File: src/rtl/ingress_wrreq_proc.sv
// Serialises posted memory-write TLPs from the ingress parse stage into
// per-DW writes on a local register/memory port, with packet and length-error stats.
module ingress_wrreq_proc #(
    parameter int DATA_W = 128,
    parameter int KEEP_W = 16,
    parameter int ADDR_W = 16,
    parameter int CNT_W  = 32
) (
    input  logic              clk,
    input  logic              rst,
    input  logic [DATA_W-1:0] wrreq_data,
    input  logic [KEEP_W-1:0] wrreq_keep,
    input  logic [127:0]      wrreq_meta,
    input  logic              wrreq_valid,
    output logic              wrreq_rdy,
    output logic              mem_wr_en,
    output logic [ADDR_W-1:0] mem_wr_addr,
    output logic [31:0]       mem_wr_data,
    output logic [3:0]        mem_wr_be,
    input  logic              mem_wr_rdy,
    output logic [CNT_W-1:0]  pkt_cnt,
    output logic              len_err,
    output logic [CNT_W-1:0]  err_cnt
);

    typedef enum logic {
        S_IDLE,
        S_DATA
    } state_t;

    state_t            r_state;
    logic [ADDR_W-1:0] r_addr;
    logic [10:0]       r_rem;
    logic [3:0]        r_fbe;
    logic [3:0]        r_lbe;
    logic [1:0]        r_lane;
    logic              r_first;
    logic [CNT_W-1:0]  r_pkt_cnt;
    logic [CNT_W-1:0]  r_err_cnt;
    logic              r_len_err;

    logic [2:0]        w_nv;
    logic              w_in_data;
    logic              w_wr_en;
    logic              w_accept;
    logic              w_last_dw;
    logic              w_lane_last;
    logic              w_beat_end;
    logic              w_overrun;
    logic              w_empty;
    logic [31:0]       w_lane_data;
    logic [3:0]        w_be;
    logic [63:0]       w_hdr_addr;
    logic [9:0]        w_hdr_len;
    logic [10:0]       w_hdr_rem;
    logic              w_unused;

    // Valid lanes are packed from lane 0, so the count stops at the first gap
    always_comb begin
        w_nv = '0;
        if (wrreq_keep[0]) begin
            w_nv = 3'd1;
            if (wrreq_keep[4]) begin
                w_nv = 3'd2;
                if (wrreq_keep[8]) begin
                    w_nv = 3'd3;
                    if (wrreq_keep[12]) w_nv = 3'd4;
                end
            end
        end
    end

    assign w_hdr_addr  = {wrreq_meta[95:64], wrreq_meta[127:96]};
    assign w_hdr_len   = wrreq_meta[9:0];
    assign w_hdr_rem   = (w_hdr_len == 10'd0) ? 11'd1024 : {1'b0, w_hdr_len};

    assign w_in_data   = (r_state == S_DATA) && wrreq_valid;
    assign w_wr_en     = w_in_data && ({1'b0, r_lane} < w_nv) && (r_rem != 11'd0);
    assign w_accept    = w_wr_en && mem_wr_rdy;
    assign w_last_dw   = (r_rem == 11'd1);
    assign w_lane_last = ({1'b0, r_lane} == (w_nv - 3'd1));
    assign w_beat_end  = w_accept && (w_lane_last || w_last_dw);
    // Length ran out with DWs still valid in the beat: the rest are discarded
    assign w_overrun   = w_accept && w_last_dw && !w_lane_last;
    assign w_empty     = w_in_data && (w_nv == 3'd0);

    assign w_lane_data = wrreq_data[{r_lane, 5'b00000} +: 32];
    assign w_be        = (w_last_dw && !r_first) ? r_lbe :
                         r_first                 ? r_fbe : 4'hF;

    assign wrreq_rdy   = w_beat_end || w_empty;
    assign mem_wr_en   = w_wr_en;
    assign mem_wr_addr = r_addr;
    assign mem_wr_data = w_wr_en ? w_lane_data : '0;
    assign mem_wr_be   = w_wr_en ? w_be : '0;
    assign pkt_cnt     = r_pkt_cnt;
    assign err_cnt     = r_err_cnt;
    assign len_err     = r_len_err;

    assign w_unused    = &{1'b0, wrreq_keep, wrreq_meta, w_hdr_addr};

    always_ff @(posedge clk) begin
        if (rst) begin
            r_state   <= S_IDLE;
            r_addr    <= '0;
            r_rem     <= '0;
            r_fbe     <= '0;
            r_lbe     <= '0;
            r_lane    <= '0;
            r_first   <= 1'b0;
            r_pkt_cnt <= '0;
            r_err_cnt <= '0;
            r_len_err <= 1'b0;
        end else begin
            r_len_err <= w_overrun || w_empty;
            if (w_overrun || w_empty) r_err_cnt <= r_err_cnt + CNT_W'(1);

            case (r_state)
                S_IDLE: begin
                    if (wrreq_valid) begin
                        r_addr  <= w_hdr_addr[ADDR_W+1:2];
                        r_rem   <= w_hdr_rem;
                        r_fbe   <= wrreq_meta[35:32];
                        r_lbe   <= wrreq_meta[39:36];
                        r_lane  <= '0;
                        r_first <= 1'b1;
                        r_state <= S_DATA;
                    end
                end
                S_DATA: begin
                    if (w_accept) begin
                        r_addr  <= r_addr + ADDR_W'(1);
                        r_rem   <= r_rem - 11'd1;
                        r_first <= 1'b0;
                        r_lane  <= w_beat_end ? 2'd0 : r_lane + 2'd1;
                        if (w_last_dw) begin
                            r_state   <= S_IDLE;
                            r_pkt_cnt <= r_pkt_cnt + CNT_W'(1);
                        end
                    end
                end
                default: r_state <= S_IDLE;
            endcase
        end
    end

endmodule

File: config.mk
export PLATFORM = sky130hd
export DESIGN_NAME = ingress_wrreq_proc
export DESIGN_NICKNAME = d
export VERILOG_FILES = /design/src/rtl/ingress_wrreq_proc.sv
export SDC_FILE = /design/constraint.sdc
export NUM_CORES = 1
export LEC_CHECK = 0
export BUFFER_PORTS_ARGS = -buffer_cell sky130_fd_sc_hd__buf_2
export CAP_MARGIN = 20
export CORE_AREA = 2 2 155 157
export CTS_CLUSTER_SIZE = 24
export DETAILED_ROUTE_END_ITERATION = 6
export DIE_AREA = 0 0 157 159
export PLACE_DENSITY = 0.54
export REMOVE_ABC_BUFFERS = 1
export SYNTH_ARGS = -nofsm -noshare
export SYNTH_HDL_FRONTEND = slang
export SYNTH_SLANG_ARGS = --single-unit
File: constraint.sdc
create_clock -name clk -period 6.8 [get_ports clk]
set_input_delay 0.34 -clock clk [delete_from_list [all_inputs] [get_ports clk]]
set_output_delay 0.34 -clock clk [all_outputs]
set_load 0.02 [all_outputs]
==> Implementation_results.wiki, run 1 <==
{| class="wikitable"
! Metric !! Value
|-
| Average vias per placed instance || 5.01
|-
| Worst slew margin || 34.9%
|-
| Leakage power total || 3.41 nW
|-
| Clock root buffer master || sky130_fd_sc_hd__clkbuf_16
|-
| Resize count post-CTS || 0
|-
| Netlist cell types || 52
|-
| First-pass GRT wire length || 32.7 mm
|-
| Pin slew with the least headroom to its limit || 976 ps
|-
| Max Clk Rate || 0.255 GHz
|-
| Die boundary height || 159 um
|-
| Net count of the finished layout || 1306
|-
| Die W || 157 um
|-
| Overall routed net length || 21.0 mm
|-
| Hold buffer count at CTS || 0
|-
| Result of the run || completed
|-
| Signed area change from the synthesized netlist to the final layout || 31.2%
|-
| Largest net degree at the start of global routing || 64
|-
| Via count of the first global-routing pass || 6211
|-
| Number of DRC violations after detailed-routing iteration 0 || 236
|-
| Number of flops mapped to enable cells by yosys || 0
|-
| Clock input transition at the sequential cells of the worst setup and hold paths || 80 ps
|-
| Placement Rows || 56
|-
| Starting utilization of the core area || 27.4%
|-
| Tot GR Track Use || 16.2%
|-
| Fraction of layout cells with a size suffix above 1 || 34.4%
|-
| Clock tree from TritonCTS || yes
|-
| Antenna violations before repair || 1
|-
| Top-count cell post-synth || sky130_fd_sc_hd__dfxtp_1
|-
| Overflow left after global routing || 0
|-
| FF-to-FF setup slack || 3460 ps
|-
| CTS H-tree lvls || 3
|-
| Detailed Place HPWL || 15.4 mm
|-
| Worst-path maximum fanout || 37
|-
| Max-cap check violation count || 0
|-
| Critical hold path startpoint || wrreq_meta[35]
|-
| Max-slew violation count || 0
|-
| Final RePlAce weighted congestion || 0.775
|-
| Setup tns final || 0 ps
|-
| Critical Path Source Type || flip-flop
|-
| Required time at the worst-slack endpoint || 6460 ps
|-
| Post-route cell area || 0.00835 mm^2
|-
| Worst reg2reg path endpoint || err_cnt[26]
|-
| Count of input and output buffers || 288
|-
| Area of the core region || 0.0232 mm^2
|-
| Worst Hold Path Cells || 3
|-
| Count of cells along the worst register-to-register path || 8
|-
| Buffer levels on the longest clock path || 2
|-
| Floorplan die area || 0.0250 mm^2
|-
| Syn_area_per_cell || 8.26 um^2
|-
| Critical Path End Type || output pin
|-
| Dpl cells || 1328
|-
| Peak VDD IR || 0.116 mV
|-
| Pre-antenna DRT Iters || 4
|-
| Power per standard cell area || 179 mW/mm^2
|-
| Setup repair after global routing missed its margin || false
|-
| Endpoint of the worst hold-timing path || r_fbe[3]
|-
| IO Pins || 395
|-
| Library cell occupying the most area in the post-synthesis netlist || sky130_fd_sc_hd__dfxtp_1
|-
| Most used flip-flop cell after synthesis || sky130_fd_sc_hd__dfxtp_1
|-
| Post-synth ARST share || 0%
|-
| Share of synthesized area occupied by flip-flops and latches || 32.7%
|-
| Cell area after placement || 0.00800 mm^2
|-
| Clock network latency to the later pin of the worst-skew pair || 360 ps
|-
| Yosys warning total || 0
|-
| Most frequent cells after synthesis || sky130_fd_sc_hd__dfxtp_1 (104), sky130_fd_sc_hd__nand2_1 (77), sky130_fd_sc_hd__a21oi_1 (72)
|-
| Total setup buffers inserted after CTS || 0
|-
| CP max-delay cell || sky130_fd_sc_hd__dfxtp_2
|-
| Number of standard cells in the layout, taps in and fillers out || 1345
|-
| Final setup fails || 0
|-
| Register bit total from synthesis || 104
|-
| Area contributors post-synth || sky130_fd_sc_hd__dfxtp_1 (33%), sky130_fd_sc_hd__mux4_2 (11%), sky130_fd_sc_hd__a21oi_1 (5.7%)
|-
| Final worst path period share || 57.7%
|-
| Startpoint of the most critical register-to-register path || r_lane[1]
|-
| Number of sinks handled by clock tree synthesis || 104
|-
| DRC viols || 0
|-
| Synthesized netlist cell count || 771
|-
| Crit Path Class || flip-flop to output pin
|-
| Detail-routed net length per standard cell || 15.6 um
|-
| Worst min-delay path category || input pin to flip-flop
|-
| Final worst clock skew || 13.7 ps
|-
| Total via count after detailed routing || 6743
|-
| Worst setup startpoint || r_lane[1]
|-
| Count of nets left with antenna violations after detail routing || 0
|-
| Final period demand of the worst path || 3920 ps
|-
| Number of hold violations in the final report || 0
|-
| Number of buffers created by CTS || 9
|-
| Critical Path, Cell by Cell || ha_1 > nor2b_1 > o21bai_2 > nand4_1 > inv_1 > and2_1 > buf_2
|-
| Overall Power || 1.49 mW
|-
| Netlist Area Pre-Place || 0.00636 mm^2
|-
| Data arrival time of the worst path || 3580 ps
|-
| Biggest cell delay along the critical path || 920 ps
|-
| Share of the synthesized area in the top cell type || 32.7%
|}
==> logic make-up after synthesis <==
kind of cell | synth area share (%)
buffers and inverters | 4.99
XOR/XNOR | 3.30
AND/OR/NAND/NOR | 27.8
flip-flops | 32.7
AO/OA/AOI/OAI | 17.1
multiplexers | 12.1
adder cells (fa/ha/maj) | 1.97
==> power by group <==
| part | leakage (nW) | internal [mW] | switching [mW] | total (mW) |
|---|---|---|---|---|
| clock network | 0.168 | 0.334 | 0.273 | 0.607 |
| registers | 0.845 | 0.625 | 0.0207 | 0.646 |
| logic | 2.40 | 0.108 | 0.130 | 0.238 |
==> metrics by stage <==
stage                     setup slack, ps  util, %  hold WS [ps]
after global placement               3250     34.5           443
after CTS                            2820     36.0           208
after detailed placement             3220     34.5           449
final                                2880     36.0           222
after global routing                 2600     36.0           225
after floorplan                      3160        -           409
==> worst max-delay path by stage <==
stage / endpoint / slack [ps]
floorplan: err_cnt[1] / 3160
global placement: mem_wr_data[27] / 3250
detailed placement: mem_wr_data[27] / 3220
CTS: mem_wr_data[27] / 2820
global route: mem_wr_data[14] / 2600
finish: mem_wr_data[27] / 2880
==> layer usage <==
layer  global-route usage, %  vias up  routed length, um
li1                        -     3360                  -
met1                    21.1     3171               9490
met2                    27.4      191              10000
met3                    2.94       21               1220
met4                    4.63        0                281
met5                       0        -                  0
==> worst max-delay path: cells and delay by family (launching register included) <==
family	cells	cell delay, ps
AND/OR/NAND/NOR	3	740
flip-flops	1	920
adder cells (fa/ha/maj)	1	360
buffers and inverters	2	970
AO/OA/AOI/OAI	1	220
==> cells in the final DEF, fill, tap and decap left out, types with 4 or more instances in the layout <==
cell type,n
sky130_fd_sc_hd__buf_2,287
sky130_fd_sc_hd__dfxtp_1,102
sky130_fd_sc_hd__nand2_1,77
sky130_fd_sc_hd__a21oi_1,72
sky130_fd_sc_hd__nor2_1,64
sky130_fd_sc_hd__o21ai_0,43
sky130_fd_sc_hd__nand3_1,39
sky130_fd_sc_hd__and2_1,34
sky130_fd_sc_hd__mux4_2,32
sky130_fd_sc_hd__or3_1,26
sky130_fd_sc_hd__o31ai_1,22
sky130_fd_sc_hd__nand4_1,21
sky130_fd_sc_hd__inv_1,20
sky130_fd_sc_hd__nor3_1,20
sky130_fd_sc_hd__or4_1,20
sky130_fd_sc_hd__xnor2_1,18
sky130_fd_sc_hd__and3_1,13
sky130_fd_sc_hd__ha_1,10
sky130_fd_sc_hd__a211oi_1,9
sky130_fd_sc_hd__clkbuf_16,9
sky130_fd_sc_hd__a22oi_1,8
sky130_fd_sc_hd__nor4_1,6
sky130_fd_sc_hd__xor2_1,6
sky130_fd_sc_hd__o22ai_1,5
sky130_fd_sc_hd__buf_4,5
sky130_fd_sc_hd__nor2b_1,4
sky130_fd_sc_hd__and4_1,4
sky130_fd_sc_hd__or2_2,4
sky130_fd_sc_hd__o2bb2ai_1,4
==> state kept, by name, indices dropped and copies added (netlist names) <==
signal	cells
mem_wr_addr	16
r_lbe	4
err_cnt	32
pkt_cnt	32
r_lane	2
len_err	1
r_rem	11
r_first	1
r_fbe	4
r_state	1
==> cell type report <==
type / count / area [um^2]
antenna: 1 / 2.50
clock buffer: 9 / 225
clock inverter: 7 / 121
fill: 2450 / 14800
inverter: 21 / 78.8
multi-input combinational: 592 / 3970
sequential: 104 / 2080
tap: 319 / 399
timing repair buffer: 292 / 1470
No activity file was read; power rests on OpenSTA's default activity.
==> run 2: changes to the inputs <==
--- a/config.mk
+++ b/config.mk
@@ -5,13 +5,14 @@
 export SDC_FILE = /design/constraint.sdc
 export NUM_CORES = 1
 export LEC_CHECK = 0
+export ABC_AREA = 1
 export BUFFER_PORTS_ARGS = -buffer_cell sky130_fd_sc_hd__buf_2
 export CAP_MARGIN = 20
-export CORE_AREA = 2 2 155 157
+export CORE_AREA = 2 2 151 153
 export CTS_CLUSTER_SIZE = 24
 export DETAILED_ROUTE_END_ITERATION = 6
-export DIE_AREA = 0 0 157 159
-export PLACE_DENSITY = 0.54
+export DIE_AREA = 0 0 153 155
+export PLACE_DENSITY = 0.65
 export REMOVE_ABC_BUFFERS = 1
 export SYNTH_ARGS = -nofsm -noshare
 export SYNTH_HDL_FRONTEND = slang
==> constraint.sdc (replaced) <==
create_clock -name clk -period 3.3 [get_ports clk]
set_input_delay 0.165 -clock clk [delete_from_list [all_inputs] [get_ports clk]]
set_output_delay 0.165 -clock clk [all_outputs]
set_load 0.02 [all_outputs]
==> run 2 against run 1 <==
Register-to-register slack worse by 2700 ps. Clock power increased by 75%. Worst hold slack got worse by 180 ps. Sequential power increased by 110%. Critical path depth is 2 higher. Critical endpoint is now wrreq_rdy. Area after synthesis grew 20%. Combinational power rose by 130%.
==> Implementation_results.wiki, run 2 <==
{| class="wikitable"
! Metric !! Value
|-
| Die W || 153 um
|-
| Signed area change from the synthesized netlist to the final layout || 25.1%
|-
| Most used flip-flop cell after synthesis || sky130_fd_sc_hd__dfxtp_1
|-
| Detailed Place HPWL || 19.6 mm
|-
| Worst-path maximum fanout || 34
|-
| Fraction of layout cells with a size suffix above 1 || 22.4%
|-
| Highest-count cells in the layout ignoring fill and taps || sky130_fd_sc_hd__nand2_1 (325), sky130_fd_sc_hd__nor2_1 (293), sky130_fd_sc_hd__buf_2 (288)
|-
| Leakage power total || 4.36 nW
|-
| Syn_area_per_cell || 5.82 um^2
|-
| Hold buffer count at CTS || 0
|-
| Worst min-delay path category || input pin to flip-flop
|-
| CTS H-tree lvls || 3
|-
| Average vias per placed instance || 4.95
|-
| Worst slew margin || 39.3%
|-
| Number of flops mapped to enable cells by yosys || 0
|-
| Count of input and output buffers || 288
|-
| Reg area || 0.00208 mm^2
|-
| Library cell occupying the most area in the post-synthesis netlist || sky130_fd_sc_hd__dfxtp_1
|-
| Cell area after placement || 0.00925 mm^2
|-
| Startpoint of the most critical register-to-register path || r_lane[1]
|-
| Final RePlAce weighted congestion || 0.934
|-
| Required time at the worst-slack endpoint || 3130 ps
|-
| Number of fill cells in the layout || 2489
|-
| Detail-routed net length per standard cell || 14.2 um
|-
| Crit Path Class || flip-flop to output pin
|-
| Yosys warning total || 0
|-
| Worst Hold Path Cells || 3
|-
| Net count of the finished layout || 1851
|-
| Tot GR Track Use || 21.4%
|-
| Placement Rows || 55
|-
| Endpoint of the worst hold-timing path || r_lbe[2]
|-
| Max-cap check violation count || 0
|-
| Setup repair after global routing missed its margin || false
|-
| Area of the core region || 0.0222 mm^2
|-
| Overall routed net length || 26.3 mm
|-
| Setup tns final || 0 ps
|-
| Post-synth ARST share || 0%
|-
| Netlist Area Pre-Place || 0.00765 mm^2
|-
| Top-count cell post-synth || sky130_fd_sc_hd__nand2_1
|-
| Netlist cell types || 40
|-
| Number of DRC violations after detailed-routing iteration 0 || 614
|-
| Number of sinks handled by clock tree synthesis || 104
|-
| Count of nets left with antenna violations after detail routing || 0
|-
| Post-route cell area || 0.00957 mm^2
|-
| Area contributors post-synth || sky130_fd_sc_hd__dfxtp_1 (27%), sky130_fd_sc_hd__nand2_1 (16%), sky130_fd_sc_hd__nor2_1 (14%)
|-
| Data arrival time of the worst path || 2510 ps
|-
| Cell class contributing the biggest share of worst-path delay || simple AND/OR/NAND/NOR gates
|-
| Largest net degree at the start of global routing || 67
|-
| DRC viols || 0
|-
| Final worst clock skew || 11.7 ps
|-
| Most used cell along the critical path || sky130_fd_sc_hd__nand2_1
|-
| Resize count post-CTS || 0
|-
| Result of the run || completed
|-
| Overflow left after global routing || 0
|-
| Starting utilization of the core area || 34.4%
|-
| Clock tree from TritonCTS || yes
|-
| Floorplan die area || 0.0237 mm^2
|-
| Peak VDD IR || 0.206 mV
|-
| Max-slew violation count || 0
|-
| Share of synthesized area occupied by flip-flops and latches || 27.2%
|-
| First-pass GRT wire length || 42.1 mm
|-
| Number of standard cells in the layout, taps in and fillers out || 1857
|-
| Max Clk Rate || 0.373 GHz
|-
| Critical Path, Cell by Cell || ha_1 > nand2_1 > nand2_1 > a21oi_4 > nand2_4 > nor2_2 > nand2_1 > nand2_1 > buf_2
|-
| Total setup buffers inserted after CTS || 0
|-
| Pin slew with the least headroom to its limit || 908 ps
|-
| Count of cells along the worst register-to-register path || 9
|-
| Dpl cells || 1838
|-
| Critical Path Source Type || flip-flop
|-
| Most frequent standard cell in the layout excluding fill and tap cells || sky130_fd_sc_hd__nand2_1
|-
| Antenna violations before repair || 2
|-
| Final setup fails || 0
|-
| Final worst path period share || 81.2%
|-
| Synthesized netlist cell count || 1315
|-
| Clock network latency to the later pin of the worst-skew pair || 360 ps
|-
| Final period demand of the worst path || 2680 ps
|-
| IO Pins || 395
|-
| Worst reg2reg path endpoint || err_cnt[31]
|-
| Buffer levels on the longest clock path || 2
|-
| Biggest cell delay along the critical path || 440 ps
|-
| Die boundary height || 155 um
|-
| Share of the synthesized area in the top cell type || 27.2%
|-
| Critical hold path startpoint || wrreq_meta[38]
|-
| Most frequent cells after synthesis || sky130_fd_sc_hd__nand2_1 (325), sky130_fd_sc_hd__nor2_1 (293), sky130_fd_sc_hd__o21ai_0 (115)
|-
| Power per standard cell area || 308 mW/mm^2
|-
| Number of hold violations in the final report || 0
|-
| Crit path buffers/inverters || 1
|-
| Total via count after detailed routing || 9186
|-
| CP max-delay cell || sky130_fd_sc_hd__dfxtp_1
|-
| Clock input transition at the sequential cells of the worst setup and hold paths || 70 ps
|-
| Combined area of the multi-input logic cells || 0.00492 mm^2
|-
| Pre-antenna DRT Iters || 5
|-
| Via count of the first global-routing pass || 8213
|-
| FF-to-FF setup slack || 800 ps
|-
| Register bit total from synthesis || 104
|-
| Number of buffers created by CTS || 9
|-
| Clock root buffer master || sky130_fd_sc_hd__clkbuf_16
|-
| Critical Path End Type || output pin
|}
-- run 2: per-stage QoR --
stage	utilization [%]	hold WS, ps	power, mW	setup WS [ps]
after CTS	42.9	25.7	2.98	474
after floorplan	-	234	1.67	-661
final	43.0	37.4	2.94	620
after global routing	43.0	61.0	3.10	407
after global placement	41.5	390	1.90	521
after detailed placement	41.6	398	1.91	478
-- run 2: final cells by class --
| cell class | count | share of cell area, % |
|---|---|---|
| Clock inverter | 5 | 0.432 |
| Inverter | 93 | 3.65 |
| Clock buffer | 11 | 2.54 |
| Tap cell | 285 | 3.73 |
| Antenna cell | 2 | 0.0523 |
| Multi-Input combinational cell | 1057 | 51.4 |
| Sequential cell | 104 | 21.8 |
| Timing Repair Buffer | 300 | 16.4 |
-- run 2: where the power goes --
group / internal, mW / leakage (nW) / switching [mW] / total, mW
Clock: 0.540 / 0.132 / 0.519 / 1.06
Combinational: 0.212 / 3.38 / 0.336 / 0.549
Sequential: 1.30 / 0.846 / 0.0414 / 1.34
-- run 2: kinds of logic after synthesis --
| group | after synthesis | share of synthesized area (%) |
|---|---|---|
| buffers and inverters | 154 | 8.48 |
| flip-flops | 104 | 27.2 |
| XOR/XNOR | 35 | 4.01 |
| AO/OA/AOI/OAI | 237 | 16.3 |
| AND/OR/NAND/NOR | 773 | 42.1 |
| adder cells (fa/ha/maj) | 10 | 1.64 |
| multiplexers | 2 | 0.262 |
-- run 2: metal layers --
metal / up-vias / wire, um / global-route usage [%]
met1: 4180 / 12200 / 29.1
met2: 253 / 12200 / 35.2
met3: 26 / 1560 / 3.96
li1: 4727 / - / -
met5: - / 0 / 0
met4: 0 / 391 / 5.07
-- run 2: worst max path at each step --
stage | startpoint | depth (start not counted) | end | slack (ps)
after floorplan | r_lane[0] | 11 | err_cnt[1] | -660
after global placement | wrreq_keep[12] | 15 | err_cnt[1] | 520
after detailed placement | wrreq_keep[8] | 15 | err_cnt[31] | 480
after CTS | r_lane[1] | 6 | mem_wr_data[10] | 470
after global routing | wrreq_keep[8] | 15 | wrreq_rdy | 410
final | r_lane[1] | 9 | wrreq_rdy | 620
-- run 2: worst min-delay path: stages --
cell,delay (ps)
sky130_fd_sc_hd__buf_2,80
sky130_fd_sc_hd__nor2_1,30
sky130_fd_sc_hd__nor2_1,80
==> run 3: changes to the inputs <==
--- a/config.mk
+++ b/config.mk
@@ -5,14 +5,14 @@
 export SDC_FILE = /design/constraint.sdc
 export NUM_CORES = 1
 export LEC_CHECK = 0
-export ABC_AREA = 1
+export ABC_AREA = 0
 export BUFFER_PORTS_ARGS = -buffer_cell sky130_fd_sc_hd__buf_2
 export CAP_MARGIN = 20
-export CORE_AREA = 2 2 151 153
+export CORE_AREA = 2 2 155 157
 export CTS_CLUSTER_SIZE = 24
 export DETAILED_ROUTE_END_ITERATION = 6
-export DIE_AREA = 0 0 153 155
-export PLACE_DENSITY = 0.65
+export DIE_AREA = 0 0 157 159
+export PLACE_DENSITY = 0.54
 export REMOVE_ABC_BUFFERS = 1
 export SYNTH_ARGS = -nofsm -noshare
 export SYNTH_HDL_FRONTEND = slang
==> constraint.sdc (replaced) <==
create_clock -name clk -period 2.8 [get_ports clk]
set_input_delay 0.14 -clock clk [delete_from_list [all_inputs] [get_ports clk]]
set_output_delay 0.14 -clock clk [all_outputs]
set_load 0.02 [all_outputs]
==> run 3 against run 2 <==
Worst hold slack worse by 2.0 ps. Combinational power is 8.4% higher. Final cell count is 27% lower. Critical path depth stayed put. Cell area is 12% lower. Flip-flop and latch count stayed put. First-iteration DRC count is 56% lower. Clock power is 20% higher. Critical path type unchanged.
==> Implementation_results.wiki, run 3 (synthesized netlist as in run 1, its figures left out) <==
{| class="wikitable"
! Metric !! Value
|-
| Resize count post-CTS || 0
|-
| Met1 Routed Length || 9.63 mm
|-
| Floorplan die area || 0.0250 mm^2
|-
| Final Util || 36.4%
|-
| Leakage power total || 3.47 nW
|-
| Startpoint of the most critical register-to-register path || r_rem[0]
|-
| Buffer levels on the longest clock path || 2
|-
| Starting utilization of the core area || 27.4%
|-
| Setup slack after layout || 279 ps
|-
| Top routing layer in use || met4
|-
| Met3 WL post-DR || 1.21 mm
|-
| Placement Rows || 56
|-
| CTS H-tree lvls || 3
|-
| Setup tns final || 0 ps
|-
| Clock tree from TritonCTS || yes
|-
| Final period demand of the worst path || 2520 ps
|-
| Result of the run || completed
|-
| Number of hold violations in the final report || 0
|-
| Most frequent standard cell in the layout excluding fill and tap cells || sky130_fd_sc_hd__buf_2
|-
| Average vias per placed instance || 4.96
|-
| Cell area after placement || 0.00815 mm^2
|-
| First-pass GRT wire length || 32.9 mm
|-
| Dpl cells || 1343
|-
| Hold slack final || 35.4 ps
|-
| DRC viols || 0
|-
| Number of DRC violations after detailed-routing iteration 0 || 273
|-
| Total via count after detailed routing || 6760
|-
| Clock input transition at the sequential cells of the worst setup and hold paths || 80 ps
|-
| IO Pins || 395
|-
| Tot GR Track Use || 16.2%
|-
| Worst slew margin || 52.3%
|-
| Detailed Place HPWL || 15.8 mm
|-
| Signed area change from the synthesized netlist to the final layout || 32.8%
|-
| Net count of the finished layout || 1321
|-
| Data arrival time of the worst path || 2380 ps
|-
| Fraction of layout cells with a size suffix above 1 || 35.3%
|-
| Worst setup startpoint || r_rem[0]
|-
| Overflow left after global routing || 0
|-
| Setup repair after global routing missed its margin || false
|-
| Largest net degree at the start of global routing || 64
|-
| Highest-count cells in the layout ignoring fill and taps || sky130_fd_sc_hd__buf_2 (287), sky130_fd_sc_hd__dfxtp_1 (102), sky130_fd_sc_hd__nand2_1 (77)
|-
| Pin slew with the least headroom to its limit || 715 ps
|-
| Number of sinks handled by clock tree synthesis || 104
|-
| Overall Power || 3.43 mW
|-
| Via count of the first global-routing pass || 6327
|-
| Final worst clock skew || 15.4 ps
|-
| Max-slew violation count || 0
|-
| Count of input and output buffers || 288
|-
| Count of nets left with antenna violations after detail routing || 0
|-
| Post-place setup slack || 343 ps
|-
| Clock network latency to the later pin of the worst-skew pair || 360 ps
|-
| Worst min-delay path category || input pin to flip-flop
|-
| Final worst path period share || 90.0%
|-
| Total setup buffers inserted after CTS || 0
|-
| Crit Path Class || flip-flop to output pin
|-
| Final RePlAce weighted congestion || 0.771
|-
| Max-cap check violation count || 0
|-
| Clock root buffer master || sky130_fd_sc_hd__clkbuf_16
|-
| Die boundary height || 159 um
|-
| Pre-antenna DRT Iters || 4
|-
| Max Clk Rate || 0.397 GHz
|-
| Critical Path Source Type || flip-flop
|-
| Hold buffer count at CTS || 0
|-
| Overall routed net length || 21.1 mm
|-
| Number of standard cells in the layout, taps in and fillers out || 1362
|-
| Antenna violations before repair || 3
|-
| Final setup fails || 0
|-
| Post-route cell area || 0.00845 mm^2
|-
| Peak VDD IR || 0.240 mV
|-
| Required time at the worst-slack endpoint || 2660 ps
|-
| Die W || 157 um
|-
| Number of buffers created by CTS || 9
|-
| Critical Path End Type || output pin
|-
| Critical hold path startpoint || wrreq_meta[32]
|-
| Detail-routed net length per standard cell || 15.5 um
|-
| Worst-path maximum fanout || 26
|-
| Area of the core region || 0.0232 mm^2
|-
| Power per standard cell area || 406 mW/mm^2
|-
| Total met2 wirelength after detailed routing || 9.98 mm
|}
-- run 3: where the power goes --
part | internal [mW] | total [mW] | switching (mW)
Combinational | 0.278 | 0.595 | 0.317
Clock | 0.629 | 1.27 | 0.641
Sequential | 1.52 | 1.57 | 0.0487
-- run 3: worst paths after layout --
check	to	slack (ps)	depth (start not counted)
hold / removal	r_fbe[0]	40	3
setup / recovery	mem_wr_data[27]	280	9
hold reg to reg	r_lbe[3]	460	2
setup reg to reg	err_cnt[30]	300	8
-- run 3: area by class of cell --
type | instances | area, um^2
clock buffers | 10 | 229
inverters | 21 | 78.8
well taps | 319 | 399
multi-input cells | 592 | 3970
repair buffers | 307 | 1620
fillers | 2463 | 14700
flip-flops and latches | 104 | 2080
clock inverters | 6 | 61.3
diodes | 3 | 7.51
-- run 3: worst max-delay path: stages, from the launching register on --
cell	delay, ps
sky130_fd_sc_hd__dfxtp_1	420
sky130_fd_sc_hd__inv_1	90
sky130_fd_sc_hd__ha_1	230
sky130_fd_sc_hd__nor4b_1	150
sky130_fd_sc_hd__nand3_1	130
sky130_fd_sc_hd__nand4_1	190
sky130_fd_sc_hd__inv_1	290
sky130_fd_sc_hd__buf_12	200
sky130_fd_sc_hd__and2_1	150
sky130_fd_sc_hd__buf_2	170
-- run 3: routing by layer --
layer	GRT usage, %	up-vias
met4	4.92	0
met2	27.5	191
met3	3.48	21
li1	-	3386
met1	20.5	3162
met5	0	-
